[src/rtl/shift_reg_ctrl_pkg.sv]
// Shared types and helpers for the shift-register sequencer and its companions.
// Holds the FSM state encoding and the capture-length clamp rule.
package shift_reg_ctrl_pkg;

  typedef enum logic [1:0] {
    ST_IDLE  = 2'd0,
    ST_SHIFT = 2'd1,
    ST_CAPT  = 2'd2,
    ST_OUT   = 2'd3
  } state_t;

  // A request of 0 or anything wider than the register means "the whole register".
  function automatic int unsigned clamp_len(input int unsigned len, input int unsigned n);
    return (len == 0 || len > n) ? n : len;
  endfunction

endpackage

[src/rtl/shift_reg_ctrl_if.sv]
// Bundle between the sequencer (slave) and the logic that feeds it and consumes its word (master).
// Carries the capture request, the shift-register drive/readback and the output handshake.
interface shift_reg_ctrl_if #(
  parameter int N = 4
);
  localparam int CW = $clog2(N + 1);

  logic          start;
  logic [CW-1:0] len;
  logic          abort;
  logic          ser_in;
  logic [N-1:0]  sr_q;
  logic          sr_en;
  logic          sr_in;
  logic          busy;
  logic [CW-1:0] bit_cnt;
  logic          out_valid;
  logic [N-1:0]  out_data;
  logic          out_ready;

  modport master (
    output start, len, abort, ser_in, sr_q, out_ready,
    input  sr_en, sr_in, busy, bit_cnt, out_valid, out_data
  );

  modport slave (
    input  start, len, abort, ser_in, sr_q, out_ready,
    output sr_en, sr_in, busy, bit_cnt, out_valid, out_data
  );
endinterface

[src/rtl/shift_tick_gen.sv]
// Divide-by-DIV prescaler: while running, o_tick is high for one cycle every DIV cycles.
// The tick is combinational from the count so the first tick lands on the DIV-th running cycle.
module shift_tick_gen #(
  parameter int DIV = 1
) (
  input  logic clk,
  input  logic rst_n,
  input  logic i_clr,
  input  logic i_run,
  output logic o_tick
);
  localparam int PW = (DIV > 1) ? $clog2(DIV) : 1;
  localparam logic [PW-1:0] LAST = PW'(DIV - 1);

  logic [PW-1:0] r_cnt;

  assign o_tick = i_run && (r_cnt == LAST);

  always_ff @(posedge clk or negedge rst_n) begin
    if (!rst_n) begin
      r_cnt <= '0;
    end else if (i_clr) begin
      r_cnt <= '0;
    end else if (i_run) begin
      r_cnt <= o_tick ? '0 : r_cnt + 1'b1;
    end
  end
endmodule

[src/rtl/shift_reg_ctrl.sv]
// Sequencer for an external right-shifting SIPO register: shifts in L bits at a prescaled rate,
// then presents the captured word right-aligned over a valid/ready handshake.
module shift_reg_ctrl
  import shift_reg_ctrl_pkg::*;
#(
  parameter int N   = 4,
  parameter int DIV = 1
) (
  input logic           clk,
  input logic           rst_n,
  shift_reg_ctrl_if.slave bus
);
  localparam int CW = $clog2(N + 1);

  state_t        r_state;
  logic [CW-1:0] r_len;
  logic [CW-1:0] r_bit_cnt;
  logic          r_busy;
  logic          r_out_valid;
  logic [N-1:0]  r_out_data;

  logic          w_in_shift;
  logic          w_tick;
  logic          w_sr_en;
  logic          w_last;
  logic [CW-1:0] w_len_eff;

  assign w_in_shift = (r_state == ST_SHIFT);

  shift_tick_gen #(.DIV(DIV)) u_tick (
    .clk    (clk),
    .rst_n  (rst_n),
    .i_clr  (!w_in_shift),
    .i_run  (w_in_shift),
    .o_tick (w_tick)
  );

  // Abort suppresses the shift in the very cycle it is raised, including the final one.
  assign w_sr_en   = w_tick && !bus.abort;
  assign w_last    = (r_bit_cnt == r_len - 1'b1);
  assign w_len_eff = CW'(clamp_len(32'(bus.len), N));

  assign bus.sr_en     = w_sr_en;
  assign bus.sr_in     = w_sr_en & bus.ser_in;
  assign bus.busy      = r_busy;
  assign bus.bit_cnt   = r_bit_cnt;
  assign bus.out_valid = r_out_valid;
  assign bus.out_data  = r_out_data;

  always_ff @(posedge clk or negedge rst_n) begin
    if (!rst_n) begin
      r_state     <= ST_IDLE;
      r_len       <= '0;
      r_bit_cnt   <= '0;
      r_busy      <= 1'b0;
      r_out_valid <= 1'b0;
      r_out_data  <= '0;
    end else begin
      case (r_state)
        ST_IDLE: begin
          if (bus.start) begin
            r_state   <= ST_SHIFT;
            r_len     <= w_len_eff;
            r_bit_cnt <= '0;
            r_busy    <= 1'b1;
          end
        end
        ST_SHIFT: begin
          if (bus.abort) begin
            r_state   <= ST_IDLE;
            r_bit_cnt <= '0;
            r_busy    <= 1'b0;
          end else if (w_sr_en) begin
            r_bit_cnt <= r_bit_cnt + 1'b1;
            if (w_last) r_state <= ST_CAPT;
          end
        end
        ST_CAPT: begin
          if (bus.abort) begin
            r_state   <= ST_IDLE;
            r_bit_cnt <= '0;
            r_busy    <= 1'b0;
          end else begin
            // The newest L bits sit at the top of the register; drop the stale low part.
            r_out_data  <= bus.sr_q >> (CW'(N) - r_len);
            r_out_valid <= 1'b1;
            r_state     <= ST_OUT;
          end
        end
        ST_OUT: begin
          if (bus.out_ready) begin
            r_out_valid <= 1'b0;
            r_busy      <= 1'b0;
            r_state     <= ST_IDLE;
          end
        end
        default: r_state <= ST_IDLE;
      endcase
    end
  end
endmodule

[src/flat_wrapper.sv]
// flat-port wrapper written by rule: the top's interface ports become plain ports
module shift_reg_ctrl_flat import shift_reg_ctrl_pkg::*;
#(
  parameter int N   = 4,
  parameter int DIV = 1
)
  (clk, rst_n, bus_start, bus_len, bus_abort, bus_ser_in, bus_sr_q, bus_out_ready, bus_sr_en, bus_sr_in, bus_busy, bus_bit_cnt, bus_out_valid, bus_out_data);
  shift_reg_ctrl_if #(.N(N)) bus_i ();
  input logic clk;
  input logic rst_n;
  input wire logic [$bits(bus_i.start)-1:0] bus_start;
  input wire logic [$bits(bus_i.len)-1:0] bus_len;
  input wire logic [$bits(bus_i.abort)-1:0] bus_abort;
  input wire logic [$bits(bus_i.ser_in)-1:0] bus_ser_in;
  input wire logic [$bits(bus_i.sr_q)-1:0] bus_sr_q;
  input wire logic [$bits(bus_i.out_ready)-1:0] bus_out_ready;
  output wire logic [$bits(bus_i.sr_en)-1:0] bus_sr_en;
  output wire logic [$bits(bus_i.sr_in)-1:0] bus_sr_in;
  output wire logic [$bits(bus_i.busy)-1:0] bus_busy;
  output wire logic [$bits(bus_i.bit_cnt)-1:0] bus_bit_cnt;
  output wire logic [$bits(bus_i.out_valid)-1:0] bus_out_valid;
  output wire logic [$bits(bus_i.out_data)-1:0] bus_out_data;
  assign bus_i.start = bus_start;
  assign bus_i.len = bus_len;
  assign bus_i.abort = bus_abort;
  assign bus_i.ser_in = bus_ser_in;
  assign bus_i.sr_q = bus_sr_q;
  assign bus_i.out_ready = bus_out_ready;
  assign bus_sr_en = bus_i.sr_en;
  assign bus_sr_in = bus_i.sr_in;
  assign bus_busy = bus_i.busy;
  assign bus_bit_cnt = bus_i.bit_cnt;
  assign bus_out_valid = bus_i.out_valid;
  assign bus_out_data = bus_i.out_data;
  shift_reg_ctrl #(.N(N), .DIV(DIV)) u_core (.clk(clk), .rst_n(rst_n), .bus(bus_i));
endmodule
[config.mk]
export PLATFORM = sky130hd
export DESIGN_NAME = shift_reg_ctrl_flat
export DESIGN_NICKNAME = d
export VERILOG_FILES = /design/src/rtl/shift_reg_ctrl_pkg.sv /design/src/rtl/shift_reg_ctrl_if.sv /design/src/rtl/shift_tick_gen.sv /design/src/rtl/shift_reg_ctrl.sv /design/src/flat_wrapper.sv
export SDC_FILE = /design/constraint.sdc
export NUM_CORES = 1
export LEC_CHECK = 0
export CORE_MARGIN = 1.5
export CORE_UTILIZATION = 35
export DETAILED_ROUTE_END_ITERATION = 8
export GPL_ROUTABILITY_DRIVEN = 0
export PLACE_DENSITY = 0.69
export SKIP_CTS_REPAIR_TIMING = 1
export SYNTH_ARGS = -nofsm -noshare
export SYNTH_HDL_FRONTEND = slang
export SYNTH_HIERARCHICAL = 1
export SYNTH_SLANG_ARGS = --single-unit
[constraint.sdc]
create_clock -name clk -period 1.7 [get_ports clk]
set_input_delay 0.34 -clock clk [delete_from_list [all_inputs] [get_ports clk]]
set_output_delay 0.34 -clock clk [all_outputs]
set_load 0.05 [all_outputs]
==> qor.csv <==
metric;value;unit
status;finished with violations;
violations;negative setup slack;
rows;18;
synth-main-ff-cell;dfrtp_1;
synth_top_cells_by_count;dfrtp_1 (15), nand2_1 (14), inv_1 (10);
period_share;113;%
synth.most_common_cell;dfrtp_1;
area_growth;54.1;%
tightest_slew;313;ps
synth_top_cells_by_area;dfrtp_1 (40%), ha_1 (12%), nand2_1 (5.6%);
synth_cells;97;
antenna_found_initial;0;
synth.yosys.seq_area_share;39.9;%
fmax;519;MHz
setup.worst_path.class;flip-flop to output port;
cp-end-kind;output port;
viasPerCell;4.85;
cap_violations;0;
nets;165;
via_count;834;
ir_drop;1.17;mV
fin_ws;-228;ps
first_pass_iters;4;
die_y;54.9;um
syn_area_per_cell;9.70;um2
rsz0062_at_grt;true;
core;2500;um2
r2r_cells;6;
synth.distinct_cells;29;
slew_viol_final;0;
synth-edff-count;0;
dieWidth;54.9;um
slew_headroom;79.0;%
cts_tree;yes;
clock-sinks;15;
whs;368;ps
cts-htree-levels;1;
root_buffer;clkbuf_4;
dieArea;3010;um2
p_leak;0.695;nW
ios;24;
synth_top_area_share;39.9;%
portBuffers;23;
startpoint_type;flip-flop;
finalClockSkew;3.09;ps
grt.total_usage;16.8;%
grt_pass1_vias;838;
clock_latency;280;ps
num_antenna_cells;0;
power_density;1830;nW/um2
synthArstFlopShare;100;%
min_path_type;primary input to async pin;
worstPathArrival;1590;ps
dp_hpwl;1670;um
grt_overflow;0;
grt_use_met3;6.56;%
finalHoldViolations;0;
nFillCells;228;
clock_path_buffers;2;
ys_ff_latch;15;
met2_usage;28.0;%
syn_area;941;um2
syn_nets;119;
grt_pass1_wl;3610;um
grt.busiest_layer;met2;
grt_max_degree;16;
drc;0;
drive_gt1_share;39.4;%
cts_buffers;3;
wl_per_cell;12.1;um
drtIter0Drc;10;
clk_pin_slew_worst_paths;80;ps
min_period;1930;ps
crit_required;1360;ps
gr-usage-met1;20.9;%
power;2.65;mW
synth_warnings;6;
yosysTopAreaCell;dfrtp_1;
start_util;37.6;%
ant_nets;0;
cp_max_fo;3;
finalSetupViolations;4;
wl;2090;um
kinds of logic (layout without fill, tap and decap cells):
family,after synthesis,in the layout,share of synthesized area (%)
XOR/XNOR,4,4,3.72
adder cells (fa/ha/maj),9,9,12.0
AND/OR/NAND/NOR,31,31,17.8
multiplexers,7,7,7.71
flip-flops,15,15,39.9
buffers and inverters,12,57,5.05
AO/OA/AOI/OAI,19,19,13.8
worst paths after layout:
check,slack (ps),endpoint,start
max,-230,bus_sr_in,u_core/r_state[1]
min,370,u_core/r_state[1],rst_n
max reg2reg,-70,u_core/bus.bit_cnt[0],u_core/r_state[0]
min reg2reg,480,u_core/bus.out_data[2],u_core/bus.out_data[2]
max in group asynchronous,1160,u_core/bus.out_data[0],rst_n
min in group clk,480,u_core/bus.out_data[2],u_core/bus.out_data[2]
placed cells by master (no fill, tap or decap), types with 2 or more instances in the layout:
master / instances
clkbuf_4: 3
inv_2: 3
dfrtp_1: 15
ha_4: 2
ha_1: 6
xnor2_1: 3
o21ai_0: 7
a22o_1: 3
buf_6: 2
inv_1: 6
mux2i_1: 5
nor2b_2: 2
mux2_2: 2
clkdlybuf4s50_1: 12
buf_12: 2
nand2b_1: 4
nor2_1: 2
buf_4: 27
nand2_1: 14
per-layer routing:
metal	part of all wire, %	up-vias	wire length, um
li1	-	423	-
met1	44	392	918
met2	50	17	1040
met3	5.1	2	106
met4	0.77	0	16
met5	0	-	0
area by class of cell:
| type | count | area (um2) | area share [%] |
|---|---|---|---|
| clock buffer | 4 | 26.3 | 1.81 |
| inverter | 10 | 40.0 | 2.76 |
| multi-input combinational | 70 | 586 | 40.4 |
| sequential | 15 | 375 | 25.9 |
| tap | 30 | 37.5 | 2.59 |
| timing repair buffer | 43 | 385 | 26.6 |
registers in the layout, indices dropped and copies added, names as in the netlist:
register and count:
u_core/r_len 3, u_core/bus.bit_cnt 3, u_core/bus.out_valid 1, u_core/u_tick/r_cnt 1
u_core/r_state 2, u_core/bus.out_data 4, u_core/bus.busy 1
critical path, stage by stage (launching register included):
cell,delay [ps]
dfrtp_1,390
inv_2,60
buf_6,120
ha_4,150
and2b_2,200
inv_2,80
nor2_4,30
and2_4,150
buf_12,140
metrics by stage:
step | util, % | setup TNS, ps | instances | cell area, um2 | setup slack [ps]
2_1_floorplan | - | -250 | 97 | 992 | -109
3_3_place_gp | 54.5 | -450 | 165 | 1360 | -163
3_5_place_dp | 54.5 | -663 | 165 | 1360 | -185
4_1_cts | 55.6 | -692 | 169 | 1390 | -254
5_1_grt | 58.0 | -1230 | 172 | 1450 | -299
6_report | 58.0 | -549 | 172 | 1450 | -228
report_power, final:
part / total (mW) / internal, mW / switching, mW
clock network: 0.198 / 0.0911 / 0.107
registers: 0.600 / 0.494 / 0.106
logic: 1.86 / 0.872 / 0.984
total: 2.65 / 1.46 / 1.20
Power figures use the tool's default switching activity.
==> edit (same flow settings) <==
`N` is set to 4 in 3 places; all go to 2.
--- a/src/rtl/shift_reg_ctrl_if.sv
+++ b/src/rtl/shift_reg_ctrl_if.sv
@@ -2,5 +2,5 @@
 // Carries the capture request, the shift-register drive/readback and the output handshake.
 interface shift_reg_ctrl_if #(
-  parameter int N = 4
+  parameter int N = 2
 );
   localparam int CW = $clog2(N + 1);
--- a/src/rtl/shift_reg_ctrl.sv
+++ b/src/rtl/shift_reg_ctrl.sv
@@ -4,5 +4,5 @@
   import shift_reg_ctrl_pkg::*;
 #(
-  parameter int N   = 4,
+  parameter int N   = 2,
   parameter int DIV = 1
 ) (
--- a/src/flat_wrapper.sv
+++ b/src/flat_wrapper.sv
@@ -2,5 +2,5 @@
 module shift_reg_ctrl_flat import shift_reg_ctrl_pkg::*;
 #(
-  parameter int N   = 4,
+  parameter int N   = 2,
   parameter int DIV = 1
 )
Interface: changed (resized bus_bit_cnt, bus_len, bus_out_data and bus_sr_q); port bits go from 24 to 18. No check against the original RTL was run, so the function may have changed too.
==> edit against the unedited design <==
  * The flow still finishes with violations (negative setup slack)
  * Combinational power decreased by 32%
  * Setup slack improved by 0.12 ns
  * Maximum frequency increased by 6.4%
  * Sequential cell count decreased by 4
  * Non-clock buffer count decreased by 13
  * Total power decreased by 29%
  * Sequential share of layout area increased by 0.055 points
  * Synthesized area decreased by 26%
  * Count of clock-buffer cells in the layout unchanged
  * Clock power decreased by 12%
  * Routed wire length decreased by 19%
  * Final area decreased by 26%
  * Critical path type unchanged
==> edit: results (changes against the unedited design) <==
[placed_design]
postPlaceCellArea_um2 = 970.9  ; -29%
io_buffers = 17  ; -26%
post-place-ws_ns = -0.1384  ; +0.04643 ns
dp.final_hpwl_um = 1243  ; -25%

[yosys]
synth_edf_count = 0  ; unchanged
async_flop_share_pct = 100.0  ; unchanged
yosys_warnings = 6  ; unchanged
syn-num-nets = 88  ; -26%
synth_common_cells = dfrtp_1, nand2_1, inv_1
seq_area_frac_synth_pct = 39.50  ; -0.40 points
synthTopCellsByArea = dfrtp_1, ha_1, nand2_1

[finish]
drive_gt1_share_pct = 39.62  ; +0.19 points
layout.nets = 123  ; -25%
multiInputGateArea_um2 = 429.2  ; -27%
num-fill-cells = 166  ; -27%
diodes = 0  ; unchanged

[global_route]
grt_pass1_wl_um = 2394  ; -34%
grt_pass1_vias = 544  ; -35%
grt_max_degree = 12  ; -4
grt_usage_pct = 15.45  ; -1.3 points

[outcome]
violations = negative setup slack
status = complete, but fails checks

[sta]
fin_skew_ns = 0.001915  ; -0.001173 ns
worst_slack_ns = -0.1128  ; +0.1153 ns
whs_ns = 0.4042  ; +0.03639 ns
setup_viol = 5  ; +1
relSlewSlack_pct = 67.04  ; -12 points

[setup_path]
cp_top_family = buffers and inverters
cpMaxStageDelayCell = dfrtp_1
cp_max_fo = 4  ; +1
reg2regPathDepth = 9  ; +3

[min_path]
hold_class = in -> async

[clock_tree]
cts-root-buf = clkbuf_4
clk_latency_ns = 0.26  ; -0.02 ns

[detailed_routing]
first_pass_iters = 4  ; unchanged
drt_iter0_drc = 3  ; -7
dr_total_vias = 638  ; -24%
wl_per_cell_um = 12.83  ; +5.9%

[power_and_ir_drop]
intPower_mw = 1.041  ; -29%
vdd_drop_max_uv = 877.8  ; -25%
p_leak_nw = 0.5075  ; -27%

-- edit: logic make-up after synthesis --
| group | after synthesis | synth area share, % |
|---|---|---|
| xor gates and xnor gates | 1 | 1.257 |
| muxes | 4 | 6.104 |
| DFF | 11 | 39.50 |
| AOI/OAI and AO/OA | 15 | 15.98 |
| adders and majority gates | 6 | 10.77 |
| buffers and inverters | 7 | 3.771 |
| and+or+nand+nor | 28 | 22.63 |
-- edit: routing by layer --
layer / wire [µm] / share of wire [%] / GRT usage, % / vias to the layer above
met5: 0 / 0 / 0 / -
met4: 0 / 0 / 2.162 / 0
met3: 80 / 4.8 / 7.170 / 0
met2: 903 / 54 / 24.32 / 17
met1: 697 / 41 / 20.09 / 308
li1: - / - / - / 313
-- edit: area by class of cell --
| class | instances | area share [%] |
|---|---|---|
| Multi-Input combinational cell | 54 | 40.26 |
| Sequential cell | 11 | 25.94 |
| Timing Repair Buffer | 30 | 25.94 |
| Tap cell | 25 | 2.934 |
| Clock buffer | 4 | 2.465 |
| Inverter | 7 | 2.465 |
-- edit: final timing paths --
kind / start / endpoint / slack [ns]
setup / recovery: u_core/r_state[1]$_DFFE_PN0P_ / bus_sr_en / -0.11
hold / removal: rst_n / u_core/bus.out_valid$_DFFE_PN0P_ / 0.40
setup reg to reg: u_core/r_state[1]$_DFFE_PN0P_ / u_core/r_state[0]$_DFFE_PN0P_ / -0.11
hold reg to reg: u_core/bus.out_data[0]$_DFFE_PN0P_ / u_core/bus.out_data[0]$_DFFE_PN0P_ / 0.49
max in group asynchronous: rst_n / u_core/r_state[0]$_DFFE_PN0P_ / 0.93
min in group clk: u_core/bus.out_data[0]$_DFFE_PN0P_ / u_core/bus.out_data[0]$_DFFE_PN0P_ / 0.49
-- edit: through the flow --
| step | setup TNS (ns) | std cells |
|---|---|---|
| finish | -0.3951 | 131 |
| global route | -0.7604 | 131 |
| CTS | -0.5063 | 126 |
| detailed placement | -0.4122 | 122 |
| global placement | -0.3458 | 122 |
| floorplan | 0 | 72 |
-- edit: worst reg2reg max path, delay by kind of cell (launching register included) --
kind	cells	cell delay (ns)
compound gates	2	0.44
fa+ha+maj	1	0.13
buf+inv	4	0.41
flops	1	0.39
mux	1	0.15
simple gates	1	0.17
-- edit: power by group through the flow --
stage / sequential, mW / combinational (mW) / clock (mW)
global route: 0.472 / 1.34 / 0.193
detailed placement: 0.458 / 1.08 / 0
CTS: 0.455 / 1.09 / 0.181
floorplan: 0.658 / 0.512 / 0
finish: 0.461 / 1.26 / 0.175
global placement: 0.456 / 1.07 / 0
